File: config.mk
export PLATFORM = sky130hd
export DESIGN_NAME = axis_fifo_rd_stage
export DESIGN_NICKNAME = d
export VERILOG_FILES = /design/src/rtl/axis_fifo_rd_stage.sv
export SDC_FILE = /design/constraint.sdc
export NUM_CORES = 1
export LEC_CHECK = 0
export BUFFER_PORTS_ARGS = -buffer_cell sky130_fd_sc_hd__buf_4
export CAP_MARGIN = 20
export CELL_PAD_IN_SITES_DETAIL_PLACEMENT = 0
export CELL_PAD_IN_SITES_GLOBAL_PLACEMENT = 1
export CORE_MARGIN = 3
export CORE_UTILIZATION = 44
export CTS_BUF_LIST = sky130_fd_sc_hd__clkbuf_8
export CTS_CLUSTER_DIAMETER = 100
export CTS_CLUSTER_SIZE = 16
export DETAILED_ROUTE_END_ITERATION = 16
export PLACE_DENSITY_LB_ADDON = 0.25
export SLEW_MARGIN = 10
export SYNTH_ARGS = -nofsm -noshare
export SYNTH_HDL_FRONTEND = slang
export SYNTH_HIERARCHICAL = 1
export SYNTH_SLANG_ARGS = --single-unit
File: constraint.sdc
create_clock -name clk -period 1.8 [get_ports clk]
set_input_delay 0.18 -clock clk [delete_from_list [all_inputs] [get_ports clk]]
set_output_delay 0.18 -clock clk [all_outputs]
set_load 0.005 [all_outputs]
File: src/rtl/axis_fifo_rd_stage.sv
// ---------------------------------------------------------------------------
// axis_fifo_rd_stage
// Read-side output stage of the AXI-stream FIFO. It requests words from the
// read pointer and captures the RAM read data one cycle later. A 2-entry
// output buffer (head/tail) feeds the AXI-stream master port. A word in
// flight is always pushed, so requests are only issued while
// (buffered + in-flight) leaves room, counting a pop in the same cycle.
//
// Ports:
//   clk            clock
//   rstn           asynchronous active-low reset
//   o_ren          read request to the read pointer (combinational)
//   i_rempty       FIFO empty flag from the read pointer
//   i_ram_ren      RAM read accepted this cycle (data arrives next cycle)
//   i_ram_rdata    RAM read data
//   m_axis_tvalid  output word valid (registered)
//   m_axis_tready  downstream ready
//   m_axis_tdata   output word, buffer head (registered)
//   o_occupancy    words buffered, 0..2, excluding the in-flight word
// ---------------------------------------------------------------------------

// Simulation-only checker for buffer protocol violations.
module axis_fifo_rd_stage_chk (
    input logic       clk,
    input logic       rstn,
    input logic       push,
    input logic       pop,
    input logic [1:0] occupancy
);
    // Flag a push into a full buffer without a simultaneous pop, or an illegal count.
    always @(posedge clk) begin
        if (rstn) begin
            assert (!(push && !pop && (occupancy == 2'd2)))
                else $error("axis_fifo_rd_stage: push while buffer full");
            assert (occupancy != 2'd3)
                else $error("axis_fifo_rd_stage: illegal occupancy");
        end
    end
endmodule

module axis_fifo_rd_stage #(
    parameter int DLEN      = 8,
    parameter int BUF_DEPTH = 2
) (
    input  logic            clk,
    input  logic            rstn,
    output logic            o_ren,
    input  logic            i_rempty,
    input  logic            i_ram_ren,
    input  logic [DLEN-1:0] i_ram_rdata,
    output logic            m_axis_tvalid,
    input  logic            m_axis_tready,
    output logic [DLEN-1:0] m_axis_tdata,
    output logic [1:0]      o_occupancy
);

    generate
        if (BUF_DEPTH != 2) begin : g_bad_depth
            $error("axis_fifo_rd_stage: BUF_DEPTH must be 2");
        end
    endgenerate

    // State encoding equals the number of buffered words.
    typedef enum logic [1:0] {
        ST_EMPTY = 2'd0,
        ST_ONE   = 2'd1,
        ST_TWO   = 2'd2
    } state_t;

    state_t          state_r;
    state_t          state_nxt_s;
    logic            inflight_r;
    logic            tvalid_r;
    logic            tvalid_nxt_s;
    logic [DLEN-1:0] head_r;
    logic [DLEN-1:0] tail_r;
    logic [DLEN-1:0] head_nxt_s;
    logic [DLEN-1:0] tail_nxt_s;
    logic            push_s;
    logic            pop_s;
    logic [2:0]      credit_s;

    // RAM data is valid exactly one cycle after an accepted read.
    assign push_s = inflight_r;
    assign pop_s  = tvalid_r & m_axis_tready;

    // State, data and in-flight registers.
    always_ff @(posedge clk or negedge rstn) begin
        if (!rstn) begin
            state_r    <= ST_EMPTY;
            inflight_r <= 1'b0;
            tvalid_r   <= 1'b0;
            head_r     <= {DLEN{1'b0}};
            tail_r     <= {DLEN{1'b0}};
        end else begin
            state_r    <= state_nxt_s;
            inflight_r <= i_ram_ren;
            tvalid_r   <= tvalid_nxt_s;
            head_r     <= head_nxt_s;
            tail_r     <= tail_nxt_s;
        end
    end

    // Next-state and buffer data selection.
    always_comb begin
        state_nxt_s = state_r;
        head_nxt_s  = head_r;
        tail_nxt_s  = tail_r;
        case (state_r)
            ST_EMPTY: begin
                if (push_s) begin
                    state_nxt_s = ST_ONE;
                    head_nxt_s  = i_ram_rdata;
                end else begin
                    state_nxt_s = ST_EMPTY;
                end
            end
            ST_ONE: begin
                case ({push_s, pop_s})
                    2'b10: begin
                        state_nxt_s = ST_TWO;
                        tail_nxt_s  = i_ram_rdata;
                    end
                    2'b01: begin
                        state_nxt_s = ST_EMPTY;
                    end
                    2'b11: begin
                        state_nxt_s = ST_ONE;
                        head_nxt_s  = i_ram_rdata;
                    end
                    default: begin
                        state_nxt_s = ST_ONE;
                    end
                endcase
            end
            ST_TWO: begin
                if (pop_s) begin
                    head_nxt_s = tail_r;
                    if (push_s) begin
                        state_nxt_s = ST_TWO;
                        tail_nxt_s  = i_ram_rdata;
                    end else begin
                        state_nxt_s = ST_ONE;
                    end
                end else begin
                    // A push here cannot happen under the credit rule; the checker flags it.
                    state_nxt_s = ST_TWO;
                end
            end
            default: begin
                state_nxt_s = ST_EMPTY;
            end
        endcase
    end

    // Read request credit rule and registered-valid precompute.
    always_comb begin
        credit_s     = {1'b0, state_r} + {2'b00, inflight_r};
        // tready feeds o_ren combinationally so a pop frees a credit in the same cycle.
        o_ren        = ~i_rempty & ((credit_s < 3'd2) | pop_s);
        tvalid_nxt_s = (state_nxt_s != ST_EMPTY);
    end

    assign m_axis_tvalid = tvalid_r;
    assign m_axis_tdata  = head_r;
    assign o_occupancy   = state_r;

    axis_fifo_rd_stage_chk u_chk (
        .clk       (clk),
        .rstn      (rstn),
        .push      (push_s),
        .pop       (pop_s),
        .occupancy (o_occupancy)
    );

endmodule

# Word-level counts from Yosys, hierarchy flattened

Cells that the tools add are included.

Register bits: 20
Input bits: 13
Output and inout bits: 12
Word-level logic and storage cells: 39

Add/subtract/negate cells: 1
$lt $le $gt $ge: 1
Equal/unequal tests: 10
Multiplexer cells: 12
Bitwise gates (word level): 4
Reductions and logical operators: 6

Operator list:

| kind                                                                  | number |
|---|---|
| 8-bit two-way mux                                                     | 5 |
| 8-bit case mux with 3 select lines                                    | 1 |
| 8-bit case mux with 2 select lines                                    | 1 |
| 2-bit != test, second input constant                                  | 4 |
| 4-bit AND reduction                                                   | 2 |
| 2-bit equality test, second input constant                            | 3 |
| 2-bit case mux with 3 select lines                                    | 1 |
| 2-bit by 1-bit equality test with 1-bit output, second input constant | 2 |
| 2-bit two-way mux                                                     | 2 |
| 2-bit case mux with 2 select lines                                    | 1 |
| 2-bit nonzero test                                                    | 2 |
| 2-bit by 1-bit adder with 3-bit output                                | 1 |
| 3-bit by 2-bit < comparator with 1-bit output, second input constant  | 1 |
| 3-bit nonzero test                                                    | 1 |
| 1-bit bitwise AND                                                     | 2 |
| 2-bit logical NOT                                                     | 1 |
| 2-bit by 1-bit != test with 1-bit output, second input constant       | 1 |
| 1-bit two-way mux                                                     | 1 |
| 1-bit inverter                                                        | 1 |
| 1-bit OR                                                              | 1 |

# Logic depth before layout (Yosys ltp)

Gate-level depths: netlist of run 1.

Word-level depth: 5
Mapped depth: 6
Gate-level depth less buffers: 5

# Worst setup path after synthesis of run 1

OpenSTA, ideal clock, no wires.

Path type: reg-to-reg
Start point: reg tvalid_r, in the netlist m_axis_tvalid
End point: reg tail_r[0]
Setup time: 0.125 ns
Data arrival time: 1.396 ns
Required time: 1.675 ns
Slack: 0.279 ns
Cell stages (with the launch flop): 7
Path buffers: 1
Clock period less this slack: 1.521 ns
Cells stage by stage: dfrtp_1 -> nand2_1 -> ha_1 -> nand3b_1 -> o31a_1 -> buf_6 -> mux2_4

Longest elaborated chain between the ends: 4
Elaborated cells on any way between the ends: 5
Classes of those cells: 3 x eq/ne; 1 x bitwise; 1 x reduce/logical

RTL lines:

| what                            | RTL line | source |
|---|---|---|
| from (decl)                     | 73       | `logic tvalid_r;` |
| from (signal assigned)          | 98       | `tvalid_r <= tvalid_nxt_s;` |
| 1-bit bitwise AND *             | 85       | `assign pop_s = tvalid_r & m_axis_tready;` |
| 2-bit equality test             | 119      | `case ({push_s, pop_s})` |
| 2-bit != test (no line)         | n/a      |  |
| 4-bit AND reduction (no line) * | n/a      |  |
| to (signal assigned)            | 94       | `tail_r <= {DLEN{1'b0}};` |
| to (signal assigned)            | 100      | `tail_r <= tail_nxt_s;` |
| to (decl)                       | 76       | `logic [DLEN-1:0] tail_r;` |

Every way passes the cells marked *; elsewhere a longest branch is shown, timed or not.
A chain may end at the register's enable or synchronous reset.

# Final worst setup path of run 1

Same ends and word-level chain as after synthesis.

==> reports/qor.txt, run 1 <==
Syn Std Cell Area -> 0.00100 mm^2
CP Data Required Time -> 1.93 ns
Via density -> 5.04
P per Cell Area -> 1660 mW/mm^2
# placed instances -> 116
Post-Synth XOR/XNOR Area -> 0%
Crit path kind -> flop to flop
DRT Wirelength -> 1.71 mm
Simple-gate area share of the yosys netlist -> 3.37%
Fin cells -> 120
Achievable Freq -> 0.590 GHz
Mean area per synthesized cell -> 15.9 um^2
Startpoint types -> flop
# IOs -> 25
Core Util, Final -> 61.8%
Setup Viol. Count Final -> 0
Worst skew pair latency -> 0.25 ns
Average wire per standard cell -> 14.3 um
Yosys reg bits -> 20
Core Region -> 0.00206 mm^2
Syn_nets -> 77
CP Capture Type -> flop
Status -> completed
Period utilization -> 94.2%
Max Slew Vio Count -> 0
Buffers added on ports -> 24
DRT antenna net count -> 0
Initial antenna violation count -> 0
Post-route minimum period -> 1.70 ns
Layout Nets -> 109
Max_cap viols -> 0
GR Util All Layers -> 14.1%
Initial drt markers -> 1
CTS-repair resized insts -> 0
Mux cell area share after synthesis -> 34.4%
Total negative slack -> 0 ns
Synth Area in Compound Gates -> 8.38%
Synth warn -> 6
Post-DP Area -> 0.00122 mm^2
Largest family of logic cells by synthesized area -> multiplexers
Async set or reset register ratio after synthesis -> 100%
Sequential-to-total area share from yosys stat -> 50.0%
Layout area overhead -> 27.2%
Most numerous cell in the Yosys netlist -> dfrtp_1
Die area -> 0.00288 mm^2
EDFF count, synth -> 0
Pleak -> 0.000635 uW
Synth unique cells -> 20
CP Max Fanout -> 8
Worst Tran Pin Value -> 0.536 ns
CTS tree -> yes
CTS Root Cell -> clkbuf_8
# rows -> 16
First-pass GRT wire length -> 2.87 mm
Clock Pin Slew Worst Setup and Hold Paths -> 0.07 ns
Ant diodes -> 0
Setup Skew -> 0.00407 ns
Die H -> 53.7 um
Fill count -> 171
Peak supply drop -> 0.000886 V
Share of the synthesized area in the top cell type -> 50.0%
Die X-Extent -> 53.7 um
Routability cong. -> 0.748
CTS Buf Count -> 3
Post-Synth Adder-Cell Area -> 1.25%
DRC viols -> 0
Unrepaired setup endpoints after global routing -> false
H-tree Lvls -> 1
Post-CTS setup buffers -> 0
Largest net degree at the start of global routing -> 21
Post-Synthesis Cells -> 63
Fin area -> 0.00127 mm^2
Clk buf depth -> 2
# clock sinks -> 20
Top_reg_cell synth -> dfrtp_1
Area contributors post-synth -> dfrtp_1 (50%), mux2_4 (26%), mux2_2 (7.9%)
Pre-Repair DR Iteration Count -> 3
Synth top cells by count -> dfrtp_1 (20), mux2_4 (17), mux2_2 (7)
Share of cells above drive strength 1 -> 62.4%
Vias in the first global route -> 633
Via count of the routed design -> 605
Hold WC Path Type -> input pin to flop
Initial core utilization -> 48.5%
DP Wirelength -> 1.29 mm
Slew HR -> 64.3%
CTS Hold Buffers Added -> 1
CP Data Arrival Time -> 1.83 ns
Gr ovfl total -> 0
Dominant cell type by area after synthesis -> dfrtp_1
Final Hold Fails -> 0
## path summary, 6_finish.rpt
path                                                   from                           to  slack (ns)  depth (start not counted)
worst max-delay path                m_axis_tvalid$_DFF_PN0_        tail_r[0]$_DFFE_PN0P_        0.10                          5
worst min-delay path                              i_ram_ren         inflight_r$_DFF_PN0_        0.04                          1
worst max register to register      m_axis_tvalid$_DFF_PN0_        tail_r[0]$_DFFE_PN0P_        0.10                          5
worst min register to register  m_axis_tdata[3]$_DFFE_PN0P_  m_axis_tdata[3]$_DFFE_PN0P_        0.51                          1
max in group asynchronous                              rstn  m_axis_tdata[0]$_DFFE_PN0P_        1.25                          2
min in group asynchronous                              rstn      m_axis_tvalid$_DFF_PN0_        0.34                          2
## power by group
part	total, uW	switching [uW]	internal (uW)
Clock	281	133	148
Sequential	824	152	672
Combinational	1000	333	671
Total	2110	618	1490
## cell families (layout without fill, tap and decap cells)
group                    Yosys count  in the layout
AO/OA/AOI/OAI                      9              9
adder cells (fa/ha/maj)            1              1
buffers and inverters              3             33
flip-flops                        20             20
multiplexers                      25             25
AND/OR/NAND/NOR                    5              5
## sequential cells by signal, indices dropped and copies added (netlist names)
name           cells
m_axis_tvalid      1
tail_r             8
o_occupancy        2
m_axis_tdata       8
inflight_r         1
## layout by cell type (no fill, tap or decap)
cell type	netlist	layout
nand2b_4	1	1
inv_1	1	1
nor3_1	1	1
dlygate4sd3_1	0	1
mux2_2	7	7
o32ai_1	1	1
o21ai_0	1	1
o31a_1	1	1
o32ai_4	1	1
a21oi_1	2	2
a21boi_0	1	1
o21bai_1	1	1
nor2_1	1	1
nand2_1	1	1
clkbuf_8	0	3
mux2i_1	1	1
buf_4	0	28
dfrtp_1	20	20
nand3b_1	1	1
mux2_4	17	17
a21o_2	1	1
ha_1	1	1
## layout make-up
| class | count | area, um^2 | share of cell area, % |
|---|---|---|---|
| Sequential cell | 20 | 500 | 39.3 |
| Multi-Input combinational cell | 40 | 474 | 37.2 |
| Timing Repair Buffer | 29 | 220 | 17.3 |
| Clock buffer | 3 | 41.3 | 3.24 |
| Tap cell | 27 | 33.8 | 2.65 |
| Inverter | 1 | 3.75 | 0.295 |
## per-layer routing
| layer | GRT usage [%] | share of wire, % |
|---|---|---|
| met3 | 2.77 | 4.7 |
| met4 | 5.11 | 0.41 |
| met1 | 19.2 | 46 |
| met2 | 22.2 | 48 |
| met5 | 0 | 0 |
## metrics by stage
step	hold slack, ns	setup slack [ns]	power (uW)
CTS	0.0317	0.0732	2140
global route	0.0307	0.000687	2250
global placement	0.0752	0.137	1820
finish	0.0351	0.104	2110
floorplan	-0.116	0.279	1500
detailed placement	0.0761	0.0855	1850
## worst max-delay path, stage by stage, from the launching register on
cell and delay (ns):
dfrtp_1 0.37, nand2_1 0.08, ha_1 0.19, nand3b_1 0.11, o31a_1 0.49, mux2_4 0.34
(Power assumes the default switching activity.)
==> inputs of run 2 (changes only) <==
Settings changed: CORE_ASPECT_RATIO set to 0.7, GPL_ROUTABILITY_DRIVEN set to 0.
==> reports/qor.txt, run 2 (same netlist as run 1, synthesis figures left out) <==
Largest net degree at the start of global routing -> 21 (unchanged)
Gr ovfl total -> 0 (unchanged)
Average wire per standard cell -> 14.3 um (+0.37%)
First-pass GRT wire length -> 3.04 mm (+5.8%)
Unrepaired setup endpoints after global routing -> false
Commonest non-fill, non-tap cell in the layout -> buf_4
Total negative slack -> 0 ns (unchanged)
Most frequent cells in the layout -> buf_4 (29), dfrtp_1 (20), mux2_4 (17)
Pre-CTS setup slack -> 0.0505 ns (-0.0350 ns)
Setup Viol. Count Final -> 0 (unchanged)
Worst Tran Pin Value -> 0.532 ns (-0.00433 ns)
Cell-by-cell trace of the critical path -> a21boi_0, o32ai_4, mux2_2
# placed instances -> 120 (+3.4%)
Layout area overhead -> 29.9%
Period utilization -> 92.4% (-1.8 points)
Initial drt markers -> 20 (+19)
Clk buf depth -> 2 (unchanged)
Initial core utilization -> 50.0% (+1.5 points)
Metal2 WL -> 833 um (+0.60%)
Slowest-stage cell, CP -> o32ai_4
Routed met1 length -> 829 um (+4.1%)
Via density -> 4.82 (-4.3%)
# rows -> 13 (-3)
CP Capture Type -> flop
Achievable Freq -> 0.601 GHz (+1.9%)
Clock Pin Slew Worst Setup and Hold Paths -> 0.07 ns (about the same)
Vias in the first global route -> 607 (-4.1%)
Fin area -> 0.00130 mm^2 (+2.1%)
Ant diodes -> 0 (unchanged)
Die H -> 45.9 um (-15%)
CTS tree -> yes
Buffers added on ports -> 24 (unchanged)
DR WL met3 -> 103 um (+27%)
Final Hold Fails -> 0 (unchanged)
CTS Root Cell -> clkbuf_8
Final worst setup slack -> 0.136 ns (+0.0322 ns)
R2R Setup Slk -> 0.14 ns (+0.03 ns)
Hold WC Path Type -> input pin to flop
Initial antenna violation count -> 0 (unchanged)
Pleak -> 0.000647 uW (+1.9%)
DRC viols -> 0 (unchanged)
P per Cell Area -> 1670 mW/mm^2 (+1.1%)
CP Data Required Time -> 1.94 ns (about the same)
CP Data Arrival Time -> 1.81 ns (-0.02 ns)
DRT Wirelength -> 1.79 mm (+4.6%)
Max Slew Vio Count -> 0 (unchanged)
H-tree Lvls -> 1 (unchanged)
Worst skew pair latency -> 0.26 ns (about the same)
Peak supply drop -> 0.000656 V (-26%)
DP Wirelength -> 1.37 mm (+6.8%)
Die X-Extent -> 63.0 um (+17%)
Max layer used -> met4
CTS Buf Count -> 3 (unchanged)
Startpoint types -> flop
Core Region -> 0.00200 mm^2 (-3.0%)
Layout Nets -> 110 (+0.92%)
Die area -> 0.00289 mm^2 (+0.32%)
# IOs -> 25 (unchanged)
Share of cells above drive strength 1 -> 64.2% (+1.8 points)
Fin cells -> 125 (+4.2%)
Via count of the routed design -> 603 (-0.33%)
Slew HR -> 64.6% (+0.29 points)
Post-CTS setup buffers -> 0 (unchanged)
Crit path kind -> flop to flop
Post-route minimum period -> 1.66 ns (-0.0322 ns)
Pre-Repair DR Iteration Count -> 3 (unchanged)
GR Util All Layers -> 14.6% (+0.47 points)
Largest stage delay, worst path -> 0.49 ns (about the same)
DRT antenna net count -> 0 (unchanged)
Core Util, Final -> 65.0% (+3.2 points)
Setup Skew -> 0.00139 ns (-0.00268 ns)
# clock sinks -> 20 (unchanged)
Max_cap viols -> 0 (unchanged)
Status -> completed
Post-DP Area -> 0.00123 mm^2 (+0.92%)
CP Max Fanout -> 8 (unchanged)
run 2: changes by cell type in the layout (fill, tap and decap cells not counted), sizes merged:
| cell | change |
|---|---|
| clkbuf | +1 |
| buf | +1 |
run 2: what timing repair did:
action,CTS,global route
gates resized for setup,0,1
hold buffers,1,0
hold endpoints to repair,20,0
endpoints found under the setup margin,0,8
run 2: path summary, 6_finish.rpt:
path	endpoint	from	depth (start not counted)
min	inflight_r$_DFF_PN0_	i_ram_ren	1
max in group asynchronous	m_axis_tdata[1]$_DFFE_PN0P_	rstn	2
min in group asynchronous	tail_r[7]$_DFFE_PN0P_	rstn	2
min reg2reg	m_axis_tdata[3]$_DFFE_PN0P_	m_axis_tdata[3]$_DFFE_PN0P_	1
max reg2reg	m_axis_tdata[0]$_DFFE_PN0P_	o_occupancy[0]$_DFF_PN0_	3
max	m_axis_tdata[0]$_DFFE_PN0P_	o_occupancy[0]$_DFF_PN0_	3
run 2: per-layer routing:
metal,global-route usage [%],up-vias
li1,-,297
met2,23.7,15
met5,0,-
met1,18.0,287
met4,6.58,0
met3,4.94,4
run 2: power by group:
part	switching, uW	total, uW	internal, uW
logic	335	1020	682
registers	155	827	672
clock network	138	332	195
total	628	2180	1550
run 2: critical path, delay by kind of cell (launching register included):
kind | cells | cell delay, ns
mux | 1 | 0.39
compound gates | 2 | 0.69
flops | 1 | 0.47
run 2: cell type report:
class | count | area [um^2]
Clock buffer | 4 | 55.1
Fill cell | 182 | 701
Inverter | 1 | 3.75
Multi-Input combinational cell | 40 | 475
Sequential cell | 20 | 500
Tap cell | 30 | 37.5
Timing Repair Buffer | 30 | 228
run 2: through the flow:
step	hold slack, ns	power [uW]
after global routing	0.0135	2330
after detailed placement	0.0729	1860
final	0.0279	2180
after global placement	0.0710	1830
after CTS	0.0213	2200
after floorplan	-0.116	1500
